$ cat src/rtl/pipeline_hazard_ctrl_pkg.sv
// Shared types for the pipeline hazard controller: FSM state encoding and stall-counter width.
package pipeline_hazard_ctrl_pkg;

  typedef enum logic {
    StRun   = 1'b0,
    StStall = 1'b1
  } state_e;

  localparam int unsigned StallCntW = 4;

endpackage

$ cat src/rtl/pipeline_hazard_ctrl_sat_counter.sv
// Saturating up-counter: counts inc_i cycles and sticks at all-ones instead of wrapping.
module pipeline_hazard_ctrl_sat_counter #(
  parameter int unsigned Width = 16
) (
  input  logic             clk,
  input  logic             rst,
  input  logic             inc_i,
  output logic [Width-1:0] count_o
);

  logic [Width-1:0] count_q, count_d;

  always_comb begin
    count_d = count_q;
    if (inc_i && (count_q != '1)) begin
      count_d = count_q + 1'b1;
    end
  end

  always_ff @(posedge clk) begin
    if (rst) begin
      count_q <= '0;
    end else begin
      count_q <= count_d;
    end
  end

  assign count_o = count_q;

endmodule

$ cat src/rtl/pipeline_hazard_ctrl.sv
// Stall/flush controller for the five-stage pipeline: load-use bubbles, branch squash,
// memory-not-ready freeze, and a saturating count of cycles with the PC held.
module pipeline_hazard_ctrl
  import pipeline_hazard_ctrl_pkg::*;
#(
  parameter int unsigned REG_ADDR_LEN = 3,
  parameter int unsigned LOAD_LATENCY = 1,
  parameter int unsigned CNT_LEN      = 16
) (
  input  logic                    clk,
  input  logic                    rst,
  input  logic [REG_ADDR_LEN-1:0] ID_src1,
  input  logic [REG_ADDR_LEN-1:0] ID_src2,
  input  logic                    ID_uses_src1,
  input  logic                    ID_uses_src2,
  input  logic [REG_ADDR_LEN-1:0] EX_dst,
  input  logic                    EX_MEM_read,
  input  logic                    EX_RF_write_en,
  input  logic                    EX_branch_taken,
  input  logic                    MEM_req,
  input  logic                    MEM_ready,
  output logic                    PC_en,
  output logic                    IF_ID_en,
  output logic                    ID_EX_en,
  output logic                    EX_MEM_en,
  output logic                    MEM_WB_en,
  output logic                    IF_ID_flush,
  output logic                    ID_EX_flush,
  output logic [CNT_LEN-1:0]      stall_cycles,
  output logic                    busy
);

  localparam logic [StallCntW-1:0] StallInit = StallCntW'(LOAD_LATENCY - 1);

  state_e               state_q, state_d;
  logic [StallCntW-1:0] cnt_q, cnt_d;
  logic                 load_use, mem_freeze;

  assign load_use = EX_MEM_read & EX_RF_write_en &
                    ((ID_uses_src1 & (ID_src1 == EX_dst)) |
                     (ID_uses_src2 & (ID_src2 == EX_dst)));
  assign mem_freeze = MEM_req & ~MEM_ready;

  always_ff @(posedge clk) begin
    if (rst) begin
      state_q <= StRun;
      cnt_q   <= '0;
    end else begin
      state_q <= state_d;
      cnt_q   <= cnt_d;
    end
  end

  // A freeze holds state and cnt so the stall is extended rather than consumed.
  always_comb begin
    state_d = state_q;
    cnt_d   = cnt_q;
    if (!mem_freeze) begin
      unique case (state_q)
        StRun: begin
          if (!EX_branch_taken && load_use && (LOAD_LATENCY > 1)) begin
            state_d = StStall;
            cnt_d   = StallInit;
          end
        end
        StStall: begin
          cnt_d = cnt_q - 1'b1;
          if (cnt_q == StallCntW'(1)) begin
            state_d = StRun;
          end
        end
        default: state_d = StRun;
      endcase
    end
  end

  always_comb begin
    PC_en       = 1'b1;
    IF_ID_en    = 1'b1;
    ID_EX_en    = 1'b1;
    EX_MEM_en   = 1'b1;
    MEM_WB_en   = 1'b1;
    IF_ID_flush = 1'b0;
    ID_EX_flush = 1'b0;
    busy        = (state_q == StStall);
    if (rst) begin
      PC_en       = 1'b0;
      IF_ID_en    = 1'b0;
      ID_EX_en    = 1'b0;
      EX_MEM_en   = 1'b0;
      MEM_WB_en   = 1'b0;
      IF_ID_flush = 1'b1;
      ID_EX_flush = 1'b1;
      busy        = 1'b0;
    end else if (mem_freeze) begin
      PC_en     = 1'b0;
      IF_ID_en  = 1'b0;
      ID_EX_en  = 1'b0;
      EX_MEM_en = 1'b0;
      MEM_WB_en = 1'b0;
    end else if ((state_q == StRun) && EX_branch_taken) begin
      // The ID instruction is wrong-path, so any load-use match on it is moot.
      IF_ID_flush = 1'b1;
      ID_EX_flush = 1'b1;
    end else if ((state_q == StStall) || load_use) begin
      PC_en       = 1'b0;
      IF_ID_en    = 1'b0;
      ID_EX_flush = 1'b1;
    end
  end

  pipeline_hazard_ctrl_sat_counter #(
    .Width (CNT_LEN)
  ) u_stall_cnt (
    .clk     (clk),
    .rst     (rst),
    .inc_i   (~PC_en),
    .count_o (stall_cycles)
  );

endmodule

$ cat config.mk
export PLATFORM = sky130hd
export DESIGN_NAME = pipeline_hazard_ctrl
export DESIGN_NICKNAME = d
export VERILOG_FILES = /design/src/rtl/pipeline_hazard_ctrl_pkg.sv /design/src/rtl/pipeline_hazard_ctrl_sat_counter.sv /design/src/rtl/pipeline_hazard_ctrl.sv
export SDC_FILE = /design/constraint.sdc
export NUM_CORES = 1
export LEC_CHECK = 0
export CAP_MARGIN = 25
export CORE_MARGIN = 10
export CORE_UTILIZATION = 45
export CTS_CLUSTER_SIZE = 12
export DETAILED_ROUTE_END_ITERATION = 16
export PLACE_DENSITY = 0.81
export SYNTH_ARGS = -nofsm -noshare
export SYNTH_HDL_FRONTEND = slang
export SYNTH_HIERARCHICAL = 1
export SYNTH_SLANG_ARGS = --single-unit
$ cat constraint.sdc
create_clock -name clk -period 3 [get_ports clk]
set_input_delay 0.45 -clock clk [delete_from_list [all_inputs] [get_ports clk]]
set_output_delay 0.45 -clock clk [all_outputs]
set_load 0.005 [all_outputs]
# [Word-level counts from Yosys, hierarchy flattened]
# Cells that the tools add are included.
[word_totals] wordCells=39 input_bits=18 ff_bits=21 output_inout_bits=24
[op_classes] muxes=16 eq_ne=4 n_addsub=2 n_reduce_logical=4 n_bitwise=10
[ops] cell="$add 16x1->16 const B" count=1
[ops] cell="$mux 1" count=16
[ops] cell="$ne 16x16->1 const B" count=1
[ops] cell="$eq 3x3->1" count=2
[ops] cell="$and 1x1->1" count=5
[ops] cell="$eq 4x1->1 const B" count=1
[ops] cell="$not 1->1" count=4
[ops] cell="$sub 4x1->4 const B" count=1
[ops] cell="$logic_and 1x1->1" count=2
[ops] cell="$reduce_and 2->1" count=1
[ops] cell="$logic_or 1x1->1" count=1
[ops] cell="$or 1x1->1" count=1

# [Longest topological paths before layout]
# Gate-level depths: netlist of the first run.
[depth] word_depth=11 depth_mapped=8 ltp_nobuf=8

# [By module]
# The synthesis of the first run kept the hierarchy.
[modules_own_cells] mod="pipeline_hazard_ctrl_sat_counter" cells_each=99 n_inst=1 seq_area_each_um2=320.3 area_each_um2=848.3
[modules_own_cells] mod="pipeline_hazard_ctrl" cells_each=50 n_inst=1 seq_area_each_um2=100.1 area_each_um2=401.6

# [Worst setup path after synthesis of the first run]
# No wires, ideal clock.
[synth_timing] kind="in2reg" startpoint="input EX_dst[0]" endpoint="register u_stall_cnt.count_q[7], in the netlist u_stall_cnt/count_o[7]" cell_stages=8 arrival_ns=2.260 slack_ns=0.670 setup_ns=0.070 n_path_buf=1 required_ns=2.930 path_cell_list="xnor2_1 > and4_1 > a41oi_2 > o31ai_1 > nand2_1 > clkbuf_1 > or4_1 > a21oi_1"
[synth_via] elab_chain_len=11 word_cells_on_any_way=13 cone_classes="eq/ne: 2; mux: 4; bitwise: 5; reduce/logical: 2"
[synth_rtl] element="start: declaration" line_no="pipeline_hazard_ctrl.sv:16" rtl="input logic [REG_ADDR_LEN-1:0] EX_dst,"
[synth_rtl] element="$eq 3x3->1 (on tied branches)" line_no="pipeline_hazard_ctrl.sv:40, pipeline_hazard_ctrl.sv:41"
[synth_rtl] element="$and 1x1->1 (on tied branches)" line_no="pipeline_hazard_ctrl.sv:40, pipeline_hazard_ctrl.sv:41"
[synth_rtl] element="$or 1x1->1 (*)" line_no="pipeline_hazard_ctrl.sv:40" rtl="((ID_uses_src1 & (ID_src1 == EX_dst)) |"
[synth_rtl] element="$and 1x1->1 (*)" line_no="pipeline_hazard_ctrl.sv:39" rtl="assign load_use = EX_MEM_read & EX_RF_write_en &"
[synth_rtl] element="$logic_or 1x1->1 (*)" line_no="pipeline_hazard_ctrl.sv:105" rtl="end else if ((state_q == StStall) || load_use) begin"
[synth_rtl] element="$mux 1 (*)" line_no="pipeline_hazard_ctrl.sv:105"
[synth_rtl] element="$mux 1 (*)" line_no="pipeline_hazard_ctrl.sv:101" rtl="end else if ((state_q == StRun) && EX_branch_taken) begin"
[synth_rtl] element="$mux 1 (*)" line_no="pipeline_hazard_ctrl.sv:95" rtl="end else if (mem_freeze) begin"
[synth_rtl] element="$mux 1 (*)" line_no="pipeline_hazard_ctrl.sv:86" rtl="if (rst) begin"
[synth_rtl] element="$not 1->1 (*)" line_no="pipeline_hazard_ctrl.sv:117" rtl=".inc_i (~PC_en),"
[synth_rtl] element="$logic_and 1x1->1 (*)" line_no="pipeline_hazard_ctrl_sat_counter.sv:15" rtl="if (inc_i && (count_q != '1)) begin"
[synth_rtl] element="end signal: assignment" line_no="pipeline_hazard_ctrl_sat_counter.sv:24" rtl="count_q <= count_d;"
[synth_rtl] element="end: declaration" line_no="pipeline_hazard_ctrl_sat_counter.sv:11" rtl="logic [Width-1:0] count_q, count_d;"
# Mark *: on every way between the ends. The rest lies on a longest branch, timed or not.
# A chain may end at the register's enable or synchronous reset.

# [Final worst setup path of the first run]
[layout_timing] startpoint="input EX_dst[1]" endpoint="output ID_EX_flush"
[layout_via] elab_chain_len=9 word_cells_on_any_way=11 cone_classes="eq/ne: 2; mux: 4; bitwise: 4; reduce/logical: 1"
[layout_rtl] element="$eq 3x3->1 (on tied branches)" line_no="pipeline_hazard_ctrl.sv:40, pipeline_hazard_ctrl.sv:41"
[layout_rtl] element="$and 1x1->1 (on tied branches)" line_no="pipeline_hazard_ctrl.sv:40, pipeline_hazard_ctrl.sv:41"
[layout_rtl] element="$or 1x1->1 (*)" line_no="pipeline_hazard_ctrl.sv:40"
[layout_rtl] element="$and 1x1->1 (*)" line_no="pipeline_hazard_ctrl.sv:39"
[layout_rtl] element="$logic_or 1x1->1 (*)" line_no="pipeline_hazard_ctrl.sv:105"
[layout_rtl] element="$mux 1 (*)" line_no="pipeline_hazard_ctrl.sv:105"
[layout_rtl] element="$mux 1 (*)" line_no="pipeline_hazard_ctrl.sv:101"
[layout_rtl] element="$mux 1 (*)" line_no="pipeline_hazard_ctrl.sv:95"
[layout_rtl] element="$mux 1 (*)" line_no="pipeline_hazard_ctrl.sv:86"
[layout_rtl] element="end: declaration" line_no="pipeline_hazard_ctrl.sv:28" rtl="output logic ID_EX_flush,"
# Marked as above.

==> impl_metrics.toml, run 1 <==
[global_routing]
first_global_vias = 1221
gr-usage-all-layers_pct = 12.0
grt_overflow_total = 0
antenna_found_initial = 0
grt_max_degree = 27
grt_pass1_wl_mm = 5.38

[drt]
postRouteAntennaNets = 0
drt-vias-per-instance = 5.82
drc_errors = 0
drt_wl_total_mm = 3.29
vias = 1262
drtIter0Drc = 132
wl_per_cell_um = 15.2
first_pass_iters = 4

[pwr]
p_leak_nw = 0.550
ir_worst_vdd_uv = 228
p_per_area_nw_per_um2 = 302

[critical_path]
cp.arrival_ns = 2.24
critPathKind = "in2out"
critPathLaunchType = "primary input"
crit_required_ns = 2.55
endpoint_kind = "output pin"
worstPathMaxFanout = 3

[timing]
fmaxAchievable_mhz = 371
clock_skew_ns = 0.00720
finalSetupViolCount = 0
rsz0062_at_grt = "false"
worst_pin_slew_ns = 0.773
fin_crit_ns = 2.69
fin_crit_sh_pct = 89.8
drv_slew = 0
timing.final.hold_violations = 0
final.setup.tns_ns = 0
slew_headroom_pct = 48.1

[die]
initial_core_util_pct = 46.1
die_h_um = 72.7
die_area_sq_um = 5290
die_w_um = 72.7
core-area_sq_um = 2710
rows = 19
io_pins = 42

[status]
outcome = "finished clean"

[clock_tree]
cts_made_buffers = 3
clk_pin_slew_ns = 0.13
cts_buffer_depth = 2
cts_max_level = 1
root_buffer = "clkbuf_4"
cts_tree = "done"
post_cts_buffers = 0
ctsResizeCount = 0
postCtsHoldBufs = 0
cts.sinks = 21
clock_latency_ns = 0.31

[synth]
syn_area_sq_um = 1250
synth_warnings = 6
ys_async_sr_fraction_pct = 0
synth_fp_nets = 170
synth-main-ff-cell = "dfxtp_1"
synthTopCellsByArea = "dfxtp_1 34%, xnor2_1 5.6%, a21oi_1 4.8%"
synth-seq-area-share_pct = 33.6
netlist.top_cell.by_area = "dfxtp_1"
ys_ff_latch = 21
ys_types = 40
avgSynthCellArea_sq_um = 8.39
synth_cells = 149
synth-edff-count = 0
synth_top_cell_area_share_pct = 33.6

[place]
dpl.hpwl_mm = 2.54
gp_congestion = 0.877
io_buffers = 41
place_inst = 213

[finish]
n_fill_cell = 254
instances_no_fill = 217
drive_gt1_share_pct = 6.45
syn2layout_area_growth_pct = 35.2
n_antenna_cell = 0
fin_nets = 208

[flow_run]
cap_violations = 0

[min_path]
hold_path_class = "reg2reg"
## through the flow
step	util, %	cell area [sq um]	total power, mW	setup WS, ns	hold WS (ns)
after floorplan	-	1250	0.327	0.670	0.479
after global placement	61.4	1660	0.373	0.208	0.501
after detailed placement	61.4	1660	0.375	0.0740	0.516
after CTS	62.4	1690	0.513	0.312	0.534
after global routing	62.4	1690	0.533	0.230	0.575
final	62.4	1690	0.510	0.307	0.537
## worst paths after layout
path / startpoint / end / slack (ns) / depth (start not counted)
min: cnt_q[0] / cnt_q[0] / 0.54 / 2
max: EX_dst[1] / ID_EX_flush / 0.31 / 6
max reg2reg: u_stall_cnt/count_o[0] / u_stall_cnt/count_o[11] / 0.99 / 5
min reg2reg: cnt_q[0] / cnt_q[0] / 0.54 / 2
## worst max-delay path: stages
cell,delay (ns)
clkdlybuf4s50_1,0.52
xnor2_1,0.12
and4_1,0.21
a41oi_2,0.06
o311ai_1,0.31
clkdlybuf4s50_1,0.57
## power by group
group          leakage [nW]  total [mW]  internal (mW)  switching [mW]
sequential            0.170       0.286          0.282         0.00431
clock                0.0177       0.141         0.0498          0.0916
combinational         0.363      0.0824         0.0507          0.0317
## Yosys cell counts (all sizes together) (2+ instances only)
library cell	n
ha	3
nor3	6
o21ai	6
nand2	8
nor2b	3
and4	4
clkbuf	5
nor2	11
o311ai	2
nand3	9
xnor2	8
o31ai	7
xor2	2
nor4	3
inv	7
dfxtp	21
a21oi	12
or4	7
or3	3
nand4	4
a311oi	2
buf	5
## layout make-up
type                            instances  area [sq um]  share of cell area, %
Clock inverter                          1          5.00                  0.296
Timing Repair Buffer                   43           425                   25.2
Inverter                                7          26.3                   1.55
Clock buffer                            3          22.5                   1.33
Tap cell                               31          38.8                   2.29
Multi-Input combinational cell        111           752                   44.5
Sequential cell                        21           420                   24.9
## cell usage in the layout, fill, tap and decap left out, types with 2 or more instances in the layout
master and n:
a21oi_1 12, ha_1 3, inv_1 7, nor2_1 11, nand4_1 3, or3_1 3
nor4_1 2, o31ai_1 7, nand2_1 7, a311oi_1 2, nor2b_1 3, xor2_1 2
o21ai_0 6, or4_1 7, clkbuf_4 3, clkdlybuf4s50_1 41, buf_4 2, and4_1 4
xnor2_1 8, nor3_1 6, nand3_1 9, dfxtp_1 21
## flip-flops by register name, summed over array words and instances (netlist names)
name,count
state_q,1
cnt_q,4
u_stall_cnt/count_o,16
## layer usage
layer	vias to the layer above	global-route usage [%]	share of wire, %
li1	628	-	-
met1	585	12.1	39
met2	44	21.7	49
met3	5	6.12	11
met4	0	2.53	0.64
met5	-	0	0
## cell families (layout without fill, tap and decap cells)
group | Yosys count | after routing | share of synthesized area, %
AO/OA/AOI/OAI | 34 | 34 | 18.2
multiplexers | 2 | 2 | 1.70
buffers and inverters | 17 | 54 | 6.21
adder cells (fa/ha/maj) | 3 | 3 | 3.00
flip-flops | 21 | 21 | 33.6
XOR/XNOR | 10 | 10 | 7.01
AND/OR/NAND/NOR | 62 | 62 | 30.2
Power figures use the tool's default switching activity.
==> run 2: changes to the inputs <==
--- a/config.mk
+++ b/config.mk
@@ -11,6 +11,7 @@
 export CTS_CLUSTER_SIZE = 12
 export DETAILED_ROUTE_END_ITERATION = 16
 export PLACE_DENSITY = 0.81
+export SKIP_CTS_REPAIR_TIMING = 1
 export SYNTH_ARGS = -nofsm -noshare
 export SYNTH_HDL_FRONTEND = slang
 export SYNTH_HIERARCHICAL = 1
==> results of run 2 <==
Final layout, timing and power as in run 1 (identical DEF).
